### src/rtl/mux_arb_pkg.sv
// Shared types and source encodings for the two-source round-robin arbiter.
package mux_arb_pkg;

    typedef enum logic [1:0] {IDLE, GRANT_A, GRANT_B} arb_state_t;

    localparam logic SEL_A = 1'b0;
    localparam logic SEL_B = 1'b1;

    function automatic arb_state_t grant_of(logic sel);
        return (sel == SEL_B) ? GRANT_B : GRANT_A;
    endfunction

endpackage

### src/rtl/mux_2_1_arb_if.sv
// Two valid/ready source streams, the merged output stream and the mux select.
interface mux_2_1_arb_if #(
    parameter int W = 8
);
    logic         a_valid;
    logic         a_ready;
    logic [W-1:0] a_data;
    logic         b_valid;
    logic         b_ready;
    logic [W-1:0] b_data;
    logic         s;
    logic         out_valid;
    logic         out_ready;
    logic [W-1:0] out_data;

    modport slave (
        input  a_valid, a_data, b_valid, b_data, out_ready,
        output a_ready, b_ready, s, out_valid, out_data
    );

    modport master (
        output a_valid, a_data, b_valid, b_data, out_ready,
        input  a_ready, b_ready, s, out_valid, out_data
    );
endinterface

### src/rtl/mux_2_1.sv
// Single-bit 2:1 multiplexer: f = s ? b : a.
module mux_2_1 (
    input  logic a,
    input  logic b,
    input  logic s,
    output logic f
);
    assign f = s ? b : a;
endmodule

### src/rtl/mux_2_1_arb.sv
// Round-robin arbiter driving the select of a bit-sliced 2:1 mux and registering
// the chosen word onto one valid/ready stream, with bursts capped at HOLD_MAX.
module mux_2_1_arb
    import mux_arb_pkg::*;
#(
    parameter int W        = 8,
    parameter int HOLD_MAX = 4
) (
    input  logic         clk,
    input  logic         rst_n,
    mux_2_1_arb_if.slave bus
);

    localparam int                RUN_W    = $clog2(HOLD_MAX + 1);
    localparam logic [RUN_W-1:0]  RUN_LAST = RUN_W'(HOLD_MAX - 1);

    arb_state_t       state, state_nxt;
    logic             last, last_nxt;
    logic [RUN_W-1:0] run, run_nxt;
    logic             s_q, s_nxt;
    logic             out_valid_q;
    logic [W-1:0]     out_data_q;
    logic [W-1:0]     mux_f;

    logic slot_free;
    logic a_ready, b_ready;
    logic a_fire, b_fire, take;
    logic cur_sel, cur_valid, cur_fire, oth_valid;

    // Readies depend only on grant state and the output slot, never on source valids.
    assign slot_free = !out_valid_q || bus.out_ready;
    assign a_ready   = (state == GRANT_A) && slot_free;
    assign b_ready   = (state == GRANT_B) && slot_free;
    assign a_fire    = bus.a_valid && a_ready;
    assign b_fire    = bus.b_valid && b_ready;
    assign take      = a_fire || b_fire;

    assign cur_sel   = (state == GRANT_B) ? SEL_B : SEL_A;
    assign cur_valid = (cur_sel == SEL_B) ? bus.b_valid : bus.a_valid;
    assign cur_fire  = (cur_sel == SEL_B) ? b_fire : a_fire;
    assign oth_valid = (cur_sel == SEL_B) ? bus.a_valid : bus.b_valid;

    for (genvar i = 0; i < W; i++) begin : g_mux
        mux_2_1 u_mux (
            .a (bus.a_data[i]),
            .b (bus.b_data[i]),
            .s (s_q),
            .f (mux_f[i])
        );
    end

    // NOTE: every signal driven here gets a default first, so no latch is inferred.
    always_comb begin
        state_nxt = state;
        last_nxt  = last;
        run_nxt   = run;
        unique case (state)
            IDLE: begin
                run_nxt = '0;
                if (bus.a_valid && bus.b_valid) begin
                    state_nxt = grant_of(~last);
                end else if (bus.a_valid) begin
                    state_nxt = GRANT_A;
                end else if (bus.b_valid) begin
                    state_nxt = GRANT_B;
                end
            end
            GRANT_A, GRANT_B: begin
                if (!cur_valid) begin
                    last_nxt  = cur_sel;
                    run_nxt   = '0;
                    state_nxt = oth_valid ? grant_of(~cur_sel) : IDLE;
                end else if (cur_fire && run == RUN_LAST) begin
                    // Burst cap: yield only if the other side is waiting.
                    run_nxt = '0;
                    if (oth_valid) begin
                        last_nxt  = cur_sel;
                        state_nxt = grant_of(~cur_sel);
                    end
                end else if (cur_fire) begin
                    run_nxt = run + RUN_W'(1);
                end
            end
            default: state_nxt = IDLE;
        endcase
    end

    always_comb begin
        s_nxt = s_q;
        case (state_nxt)
            GRANT_A: s_nxt = SEL_A;
            GRANT_B: s_nxt = SEL_B;
            default: s_nxt = s_q;
        endcase
    end

    // NOTE: registers use non-blocking assignments so every flop samples pre-edge values.
    always_ff @(posedge clk or negedge rst_n) begin
        if (!rst_n) begin
            state <= IDLE;
            last  <= SEL_B;
            run   <= '0;
            s_q   <= SEL_A;
        end else begin
            state <= state_nxt;
            last  <= last_nxt;
            run   <= run_nxt;
            s_q   <= s_nxt;
        end
    end

    always_ff @(posedge clk or negedge rst_n) begin
        if (!rst_n) begin
            out_valid_q <= 1'b0;
            out_data_q  <= '0;
        end else if (take) begin
            out_valid_q <= 1'b1;
            out_data_q  <= mux_f;
        end else if (bus.out_ready) begin
            out_valid_q <= 1'b0;
        end
    end

    assign bus.a_ready   = a_ready;
    assign bus.b_ready   = b_ready;
    assign bus.s         = s_q;
    assign bus.out_valid = out_valid_q;
    assign bus.out_data  = out_data_q;

endmodule

### src/flat_wrapper.sv
// flat-port wrapper written by rule: the top's interface ports become plain ports
module mux_2_1_arb_flat import mux_arb_pkg::*;
#(
    parameter int W        = 8,
    parameter int HOLD_MAX = 4
)
  (clk, rst_n, bus_a_valid, bus_a_data, bus_b_valid, bus_b_data, bus_out_ready, bus_a_ready, bus_b_ready, bus_s, bus_out_valid, bus_out_data);
  mux_2_1_arb_if #(.W(W)) bus_i ();
  input  logic clk;
  input  logic rst_n;
  input wire logic [$bits(bus_i.a_valid)-1:0] bus_a_valid;
  input wire logic [$bits(bus_i.a_data)-1:0] bus_a_data;
  input wire logic [$bits(bus_i.b_valid)-1:0] bus_b_valid;
  input wire logic [$bits(bus_i.b_data)-1:0] bus_b_data;
  input wire logic [$bits(bus_i.out_ready)-1:0] bus_out_ready;
  output wire logic [$bits(bus_i.a_ready)-1:0] bus_a_ready;
  output wire logic [$bits(bus_i.b_ready)-1:0] bus_b_ready;
  output wire logic [$bits(bus_i.s)-1:0] bus_s;
  output wire logic [$bits(bus_i.out_valid)-1:0] bus_out_valid;
  output wire logic [$bits(bus_i.out_data)-1:0] bus_out_data;
  assign bus_i.a_valid = bus_a_valid;
  assign bus_i.a_data = bus_a_data;
  assign bus_i.b_valid = bus_b_valid;
  assign bus_i.b_data = bus_b_data;
  assign bus_i.out_ready = bus_out_ready;
  assign bus_a_ready = bus_i.a_ready;
  assign bus_b_ready = bus_i.b_ready;
  assign bus_s = bus_i.s;
  assign bus_out_valid = bus_i.out_valid;
  assign bus_out_data = bus_i.out_data;
  mux_2_1_arb #(.W(W), .HOLD_MAX(HOLD_MAX)) u_core (.clk(clk), .rst_n(rst_n), .bus(bus_i));
endmodule
### config.mk
export PLATFORM = sky130hd
export DESIGN_NAME = mux_2_1_arb_flat
export DESIGN_NICKNAME = d
export VERILOG_FILES = /design/src/rtl/mux_arb_pkg.sv /design/src/rtl/mux_2_1_arb_if.sv /design/src/rtl/mux_2_1.sv /design/src/rtl/mux_2_1_arb.sv /design/src/flat_wrapper.sv
export SDC_FILE = /design/constraint.sdc
export NUM_CORES = 1
export LEC_CHECK = 0
export CAP_MARGIN = 20
export CORE_MARGIN = 3
export CORE_UTILIZATION = 46
export CTS_BUF_LIST = sky130_fd_sc_hd__clkbuf_8 sky130_fd_sc_hd__clkbuf_16
export DETAILED_ROUTE_END_ITERATION = 10
export PLACE_DENSITY = 0.81
export SKIP_CTS_REPAIR_TIMING = 1
export SLEW_MARGIN = 0
export SYNTH_ARGS = -nofsm -noshare
export SYNTH_HDL_FRONTEND = slang
export SYNTH_HIERARCHICAL = 1
export SYNTH_SLANG_ARGS = --single-unit
### constraint.sdc
create_clock -name clk -period 3 [get_ports clk]
set_input_delay 0.6 -clock clk [delete_from_list [all_inputs] [get_ports clk]]
set_output_delay 0.6 -clock clk [all_outputs]
set_load 0.05 [all_outputs]
# Word level (Yosys, flattened, before mapping)
# Cells that the tools add are included.
# totals
in_bits	21
memories	0
reg_bits	16
elab_cells	63
ram_bits	0
latchBits	0
mem_bits_ro	0
# classes
n_reduce_logical	16
magnitude_cmp	0
add_sub_neg	1
div_mod_pow	0
shifts	0
n_bitwise	0
n_mul	0
n_mux	32
eq_ne	8
# ops
cell	count
2-bit two-way mux	9
1-bit two-way mux	17
3-bit two-way mux	3
1-bit logical AND	6
3-bit one-hot mux with 2 select lines	1
2-bit nonzero test	3
2-bit by 1-bit equality test with 1-bit output (second input constant)	2
2-bit equality test (second input constant)	2
2-bit != test (second input constant)	2
4-bit != test (second input constant)	1
2-bit one-hot mux with 2 select lines	1
3-bit by 1-bit adder with 3-bit output (second input constant)	1
3-bit by 2-bit equality test with 1-bit output (second input constant)	1
3-bit AND reduction	1
2-bit zero test	1
1-bit logical OR	2
1-bit one-hot mux with 2 select lines	1
2-bit AND reduction	1
2-bit OR reduction	1
1-bit zero test	1

# Logic depth before layout (Yosys ltp)
# Gate-level depths: netlist (run 1).
# depth
depth_word	11
mapped_depth	9
mapped_depth_nobuf	8

# By module
# The synthesis (run 1) kept the hierarchy.
# by_module_without_submodules
mod	seq_area_each_um2	instances	cells_per_inst	area_each_um2
mux_2_1_arb	401.6	1	87	963.4
mux_2_1	0.0	8	1	15.0

# Worst setup path after synthesis (run 1)
# Ideal clock, no wire load.
# synth_path
kind	register -> register
startpoint	register u_core.state[0]
endpoint	register u_core.s_q (netlist: u_core/bus.s)
required_ns	2.874
arrival_ns	2.132
n_path_buf	1
path_slack_ns	0.743
period_less_slack_ns	2.257
path_stages_with_launch	10
cell_sequence	dfrtp_1 -> inv_1 -> ha_1 -> buf_6 -> nand3b_4 -> a21o_1 -> o311ai_1 -> a31oi_1 -> ha_1 -> mux2_2
# synth_between
elab_cells_between_ends	26
# synth_rtl
element	line	rtl
start: declaration	mux_2_1_arb.sv:17	arb_state_t state, state_nxt;
start signal: assignment	mux_2_1_arb.sv:105	state <= state_nxt;
2-bit equality test (*)	mux_2_1_arb.sv:38	assign cur_sel = (state == GRANT_B) ? SEL_B : SEL_A;
1-bit two-way mux (*)	mux_2_1_arb.sv:38	
named net u_core.cur_sel	mux_2_1_arb.sv:28	logic cur_sel, cur_valid, cur_fire, oth_valid;
2-bit two-way mux (tied with other cells)	mux_arb_pkg.sv:10	return (sel == SEL_B) ? GRANT_B : GRANT_A;
2-bit two-way mux or 1-bit logical AND (tied branches)	mux_2_1_arb.sv:76, mux_2_1_arb.sv:73	
2-bit two-way mux	mux_2_1_arb.sv:73	end else if (cur_fire && run == RUN_LAST) begin
2-bit two-way mux (*)	mux_2_1_arb.sv:69	if (!cur_valid) begin
2-bit one-hot mux with 2 select lines (*)	mux_2_1_arb.sv:57	unique case (state)
named net u_core.state_nxt[1]	mux_2_1_arb.sv:17	
2-bit equality test or 2-bit by 1-bit equality test with 1-bit output (tied branches)	mux_2_1_arb.sv:90	case (state_nxt)
1-bit one-hot mux with 2 select lines or 2-bit nonzero test (tied branches)	-	
end signal: assignment	mux_2_1_arb.sv:108	s_q <= s_nxt;
end: declaration	mux_2_1_arb.sv:20	logic s_q, s_nxt;
# The timed path passes the listed nets; every way through them passes the cells marked *.
# A chain may end at the register's enable or synchronous reset.

# Worst setup path after layout (run 1)
# layout_path
startpoint	input port bus_a_valid
endpoint	register u_core.s_q (netlist: u_core/bus.s)
# layout_between
elab_chain_cells	8
elab_cells_between_ends	17
# layout_rtl
element	line	rtl
start: declaration	flat_wrapper.sv:11	input wire logic [$bits(bus_i.a_valid)-1:0] bus_a_valid;
1-bit logical AND	mux_2_1_arb.sv:34	assign a_fire = bus.a_valid && a_ready;
1-bit two-way mux	mux_2_1_arb.sv:40	assign cur_fire = (cur_sel == SEL_B) ? b_fire : a_fire;
1-bit logical AND	mux_2_1_arb.sv:73	
2-bit two-way mux	mux_2_1_arb.sv:73	
2-bit two-way mux	mux_2_1_arb.sv:69	
2-bit one-hot mux with 2 select lines (*)	mux_2_1_arb.sv:57	
named net u_core.state_nxt[1]	mux_2_1_arb.sv:17	
2-bit equality test or 2-bit by 1-bit equality test with 1-bit output (tied branches)	mux_2_1_arb.sv:90	
1-bit one-hot mux with 2 select lines or 2-bit nonzero test (tied branches)	-	
# Marks and branches as above.

==> metrics.txt, run 1 <==
Antenna Violating Nets Remaining=0; Critical path origin=bus_a_valid; gr usage total=0.182; CTS tree=built; number of nets in the layout=157; Area contributors post-synth=sky130_fd_sc_hd__dfrtp_1 (35%), sky130_fd_sc_hd__mux2_4 (11%), sky130_fd_sc_hd__mux2_2 (9.4%), sky130_fd_sc_hd__ha_1 (6.9%), sky130_fd_sc_hd__dfstp_2 (2.4%); endpoint type of the worst setup path=register; kind of launch point of the worst setup path=input pin; number of vias after detailed routing=856; number of sinks handled by clock tree synthesis=16; post-route clock period utilization=0.846; Net Count, Synth=122; iteration-0 DRC count of the detailed router=4; post-detailed-route DRC marker count=0; final cell count without fillers=156; HPWL Detailed=1760 um; Post-Synthesis Cells=95; Die X=54.5 um; sum of internal, switching and leakage power=1610 uW; setup slack of the worst register-to-register path=0.54 ns; depth of the CTS H-tree=1; post-synth design cell area=1080 um^2; post-layout minimum cycle time=2.54 ns; number of maximum-capacitance violations=0; async set-reset flop share out of synthesis=1.00; wire length of the first global-routing pass=3890 um; global placement routability congestion=0.811; number of global-route vias before repair=908; Static Leakage=0.000636 uW; count of unique library cells instantiated by Yosys=38; Reg2Reg Capture Point=u_core/bus.s$_DFFE_PN0P_; signed area change from the synthesized netlist to the final layout=34.6%; library cell occupying the most area in the post-synthesis netlist=sky130_fd_sc_hd__dfrtp_1; clock slew seen by the registers of the worst setup and hold paths=0.06 ns; crit path max fanout=9; unrepaired setup endpoints after global routing=no; Net Sw Frac=0.468; number of diodes added for antenna fixing=0; starting utilization of the core area=0.515; origin of the worst min-delay path=u_core/run[0]$_DFFE_PN0P_; Post-synth EDFFs=0; net load switching power=752 uW; pin count of the biggest net entering global routing=17; core box area=2100 um^2; Tightest Hold Check Type=reg -> reg; sum of negative setup slack=0 ns; Comb power frac=0.652; ports placed on the boundary=33; achievable frequency=394 MHz; Ys Warns=6; cell depth of the worst flop-to-flop path=8; arrival time reported for the critical path endpoint=2.67 ns; mean number of vias per cell=5.49; leftover overflow at the end of global routing=0; library cell used as clock root buffer=sky130_fd_sc_hd__clkbuf_8; outcome=complete, no violations; ys flop type=sky130_fd_sc_hd__dfrtp_1; number of max-slew violations in the final report=0; path type of the worst setup path=in -> reg; average size of a mapped cell=11.4 um^2; number of antenna violations at the first check in global routing=0; Synth Register Bits=16; Internal Power=855 uW; clock share of power=0.101; post-place instance area=1410 um^2; launch instance of the worst register-to-register path=u_core/state[0]$_DFF_PN0_; Die Footprint=2970 um^2; worst-skew pair later-pin latency=0.25 ns; Inserted Clock Buffers=3; Worst slew margin=0.529; clock skew after layout=0.00616 ns; clock tree buffer depth=2; measured slew at the worst slew-check pin=0.704 ns; Synth top area share=0.346; die height=54.5 um; finished layout cell area=1460 um^2; share of the core filled with cells in the final layout=0.694; total iterations of the first detailed-routing run=4; sequential-to-total area share from yosys stat=0.371; num rows=16; Final setup violation count=0; number of endpoints with negative hold slack in the final report=0; number of instances in the placed design=152; I/O Buffers=32; fraction of layout cells with a size suffix above 1=0.225; power density of the placed cells=1100 nW/um^2; portion of total power attributed to sequential cells=0.248; Worst setup endpoint=u_core/bus.s$_DFFE_PN0P_; final WL=2180 um; worst vdd ir=769 uV; detailed-route wire length per cell=13.9 um; data required time at the worst endpoint=3.13 ns
[metal layers]
layer / global-route usage / up-vias / share of wire
li1: - / 414 / -
met1: 0.200 / 397 / 0.41
met2: 0.311 / 41 / 0.47
met3: 0.0708 / 4 / 0.11
met4: 0.0747 / 0 / 0.012
met5: 0 / - / 0
[metrics by stage]
step | setup slack, ns | hold WS (ns)
3_3_place_gp | 0.246 | 0.469
2_1_floorplan | 0.743 | 0.304
6_report | 0.463 | 0.496
5_1_grt | 0.378 | 0.533
4_1_cts | 0.473 | 0.500
3_5_place_dp | 0.218 | 0.492
[critical path, cell delays in order]
cell,delay [ns]
sky130_fd_sc_hd__clkdlybuf4s50_1,0.68
sky130_fd_sc_hd__nand3b_4,0.14
sky130_fd_sc_hd__a21o_1,0.21
sky130_fd_sc_hd__o311ai_1,0.27
sky130_fd_sc_hd__a31oi_1,0.14
sky130_fd_sc_hd__ha_1,0.30
sky130_fd_sc_hd__mux2_2,0.32
[sequential cells by signal, indices dropped and copies added, names as in the netlist]
register,cells
u_core/bus.out_data,8
u_core/run,3
u_core/state,2
u_core/bus.out_valid,1
u_core/bus.s,1
u_core/last,1
[cell usage in the layout, fill, tap and decap left out, drive strengths merged, types with 2 or more instances in the layout]
master,Yosys,final
nor2b,2,2
mux2i,2,2
a21o,3,3
o21ai,3,3
a21boi,2,2
nand2,4,4
ha,6,6
clkbuf,0,3
a211oi,2,2
dfrtp,15,15
mux2,17,17
a21oi,6,6
and2,2,2
nand4,2,2
nand2b,4,4
buf,3,3
inv,6,7
clkdlybuf4s50,0,30
[cells in the mapped netlist, types with 2 or more instances]
cell type,instances
sky130_fd_sc_hd__a21o_1,3
sky130_fd_sc_hd__a21oi_1,5
sky130_fd_sc_hd__and2_1,2
sky130_fd_sc_hd__buf_4,2
sky130_fd_sc_hd__dfrtp_1,15
sky130_fd_sc_hd__ha_1,6
sky130_fd_sc_hd__inv_1,6
sky130_fd_sc_hd__mux2_2,9
sky130_fd_sc_hd__mux2_4,8
sky130_fd_sc_hd__mux2i_1,2
sky130_fd_sc_hd__nand2_1,3
sky130_fd_sc_hd__nand2b_1,4
sky130_fd_sc_hd__nand4_1,2
sky130_fd_sc_hd__nor2b_1,2
sky130_fd_sc_hd__o21ai_0,3
[cells by family after synthesis]
kind of cell	after synthesis	synth area share
adder cells (fa/ha/maj)	6	0.0693
AO/OA/AOI/OAI	24	0.167
flip-flops	16	0.371
multiplexers	19	0.223
AND/OR/NAND/NOR	21	0.125
buffers and inverters	9	0.0450
[cell type report]
type / count / area [um^2]
Fill cell: 167 / 643
Multi-Input combinational cell: 70 / 633
Sequential cell: 16 / 402
Timing Repair Buffer: 33 / 323
Clock buffer: 3 / 41.3
Tap cell: 27 / 33.8
Inverter: 6 / 22.5
Clock inverter: 1 / 3.75
[worst min path at each step]
stage | endpoint | slack, ns | depth (start not counted)
2_1_floorplan | u_core/bus.out_data[0]$_DFFE_PN0P_ | 0.30 | 0
3_3_place_gp | u_core/run[0]$_DFFE_PN0P_ | 0.47 | 1
3_5_place_dp | u_core/run[0]$_DFFE_PN0P_ | 0.49 | 1
4_1_cts | u_core/run[0]$_DFFE_PN0P_ | 0.50 | 1
5_1_grt | u_core/run[0]$_DFFE_PN0P_ | 0.53 | 1
6_report | u_core/run[0]$_DFFE_PN0P_ | 0.50 | 1
[power groups by stage]
stage / clock network (uW) / registers [uW] / logic (uW)
floorplan: 0 / 628 / 548
global placement: 0 / 399 / 1030
detailed placement: 0 / 403 / 1050
CTS: 167 / 401 / 1050
global route: 175 / 416 / 1130
finish: 162 / 398 / 1050
No activity file was read; power rests on OpenSTA's default activity.
==> run 2, diff against run 1 <==
==> constraint.sdc (replaced) <==
create_clock -name clk -period 2.4 [get_ports clk]
set_input_delay 0.48 -clock clk [delete_from_list [all_inputs] [get_ports clk]]
set_output_delay 0.48 -clock clk [all_outputs]
set_load 0.05 [all_outputs]
==> run 2 against run 1 <==
Register-to-register slack got worse by 0.43 ns. Die area unchanged. Total power grew 39%. Via count rose by 4.9%. Routed wire length is 18% higher. Hold slack improved by 0.0012 ns. Clock power up 47%. Clock-buffer cell count rose by 1. Combinational power rose by 46%. Setup slack lost 0.35 ns. Sequential power grew 17%. Critical path type is now reg -> reg. Largest power group unchanged. Highest routed layer unchanged.
==> metrics.txt, run 2 (synthesis gave the netlist of run 1 again) <==
outcome=complete, no violations; number of max-slew violations in the final report=0; Hold Crit Depth=1; Reg2Reg Capture Point=u_core/bus.s$_DFFE_PN0P_; crit path max fanout=5; number of maximum-capacitance violations=0; Worst slew margin=0.516; most common library cell in the layout ignoring fill and taps=sky130_fd_sc_hd__clkdlybuf4s50_1; number of filler cells placed in the layout=151; kind of launch point of the worst setup path=register; clock slew seen by the registers of the worst setup and hold paths=0.07 ns; Die X=54.5 um; clock tree buffer depth=2; mean number of vias per cell=5.38; detailed-route wire length per cell=15.3 um; number of nets in the layout=168; total iterations of the first detailed-routing run=4; fraction of layout cells with a size suffix above 1=0.300; post-layout minimum cycle time=2.29 ns; post-route clock period utilization=0.953; global placement routability congestion=0.882; Static Leakage=0.000697 uW; worst-skew pair later-pin latency=0.25 ns; Largest register FFs=8; Antenna Violating Nets Remaining=0; final cell count without fillers=167; unrepaired setup endpoints after global routing=no; Top cell by count, worst path=sky130_fd_sc_hd__ha_1; worst vdd ir=873 uV; most used cells in the layout excluding fill and tap cells=sky130_fd_sc_hd__clkdlybuf4s50_1 (30), sky130_fd_sc_hd__dfrtp_1 (15), sky130_fd_sc_hd__buf_4 (12), sky130_fd_sc_hd__mux2_2 (9), sky130_fd_sc_hd__mux2_4 (8); HPWL Detailed=1940 um; leftover overflow at the end of global routing=0; final WL=2560 um; signed area change from the synthesized netlist to the final layout=45.7%; wire length of the first global-routing pass=4330 um; number of instances in the placed design=163; number of endpoints with negative hold slack in the final report=0; number of antenna violations at the first check in global routing=0; gr usage total=0.207; arrival time reported for the critical path endpoint=2.42 ns; CTS tree=built; number of sinks handled by clock tree synthesis=16; cell-by-cell trace of the critical path=inv_1 -> ha_1 -> nand3b_4 -> a21o_1 -> o311ai_1 -> a31oi_1 -> ha_1 -> mux2_2; path type of the worst setup path=reg -> reg; CP top delay family=compound AO/OA/AOI/OAI gates; Tightest Hold Check Type=reg -> reg; Final setup violation count=0; depth of the CTS H-tree=1; number of vias after detailed routing=898; origin of the worst min-delay path=u_core/run[0]$_DFFE_PN0P_; worst hold-check slack=0.497 ns; achievable frequency=437 MHz; clock skew after layout=0.00485 ns; data required time at the worst endpoint=2.53 ns; ports placed on the boundary=33; library cell used as clock root buffer=sky130_fd_sc_hd__clkbuf_8; pin count of the biggest net entering global routing=17; worst path buffer plus inverter count=1; number of global-route vias before repair=949; I/O Buffers=32; sum of internal, switching and leakage power=2240 uW; endpoint type of the worst setup path=register; share of the core filled with cells in the final layout=0.751; launch instance of the worst register-to-register path=u_core/state[1]$_DFF_PN0_; maximum cell stage delay along the critical path=0.44 ns; iteration-0 DRC count of the detailed router=23; starting utilization of the core area=0.515; setup slack of the worst register-to-register path=0.11 ns; destination of the worst hold path=u_core/run[0]$_DFFE_PN0P_; power density of the placed cells=1420 nW/um^2; Die Footprint=2970 um^2; Inserted Clock Buffers=3; core box area=2100 um^2; num rows=16; number of diodes added for antenna fixing=0; post-detailed-route DRC marker count=0; measured slew at the worst slew-check pin=0.723 ns; sum of negative setup slack=0 ns; cell depth of the worst flop-to-flop path=8; critical-path cell with the highest stage delay=sky130_fd_sc_hd__dfrtp_1; die height=54.5 um
-- run 2: metrics by stage --
stage	area [um^2]	worst slack [ns]
2_1_floorplan	1080	0.143
3_3_place_gp	1520	-0.0216
3_5_place_dp	1520	-0.0865
4_1_cts	1580	0.0826
5_1_grt	1580	0.00723
6_report	1580	0.113
-- run 2: worst max path at each step --
stage,end,start,cells past startpoint,slack [ns]
floorplan,u_core/bus.s$_DFFE_PN0P_,u_core/state[0]$_DFF_PN0_,9,0.14
global placement,u_core/bus.s$_DFFE_PN0P_,bus_a_valid,7,-0.02
detailed placement,u_core/bus.s$_DFFE_PN0P_,bus_a_valid,8,-0.09
CTS,u_core/bus.s$_DFFE_PN0P_,u_core/state[1]$_DFF_PN0_,8,0.08
global route,u_core/bus.s$_DFFE_PN0P_,u_core/state[1]$_DFF_PN0_,8,0.007
finish,u_core/bus.s$_DFFE_PN0P_,u_core/state[1]$_DFF_PN0_,8,0.11
-- run 2: routing by layer --
layer / share of wire / track usage / up-vias
met3: 0.090 / 0.0599 / 6
met1: 0.39 / 0.242 / 415
met4: 0.022 / 0.0747 / 0
met2: 0.49 / 0.359 / 45
met5: 0 / 0 / -
li1: - / - / 432
-- run 2: report_power, final --
part	switching, uW	leakage (uW)	internal [uW]	total, uW
logic	845	0.000472	685	1530
clock network	93.2	0.0000288	145	238
registers	74.6	0.000196	392	467
total	1010	0.000697	1220	2240
-- run 2: cell type report --
| type | count | area (um^2) | area share |
|---|---|---|---|
| clock buffer | 4 | 55.1 | 0.0349 |
| tap | 27 | 33.8 | 0.0214 |
| timing repair buffer | 44 | 430 | 0.273 |
| sequential | 16 | 402 | 0.254 |
| multi-input combinational | 70 | 636 | 0.403 |
| inverter | 6 | 22.5 | 0.0143 |
==> run 3, diff against run 2 <==
--- a/config.mk
+++ b/config.mk
@@ -5,7 +5,7 @@
 export SDC_FILE = /design/constraint.sdc
 export NUM_CORES = 1
 export LEC_CHECK = 0
-export CAP_MARGIN = 20
+export CAP_MARGIN = 40
 export CORE_MARGIN = 3
 export CORE_UTILIZATION = 46
 export CTS_BUF_LIST = sky130_fd_sc_hd__clkbuf_8 sky130_fd_sc_hd__clkbuf_16
==> results of run 3 <==
No change in the layout: final DEF, timing and power equal those of run 2.
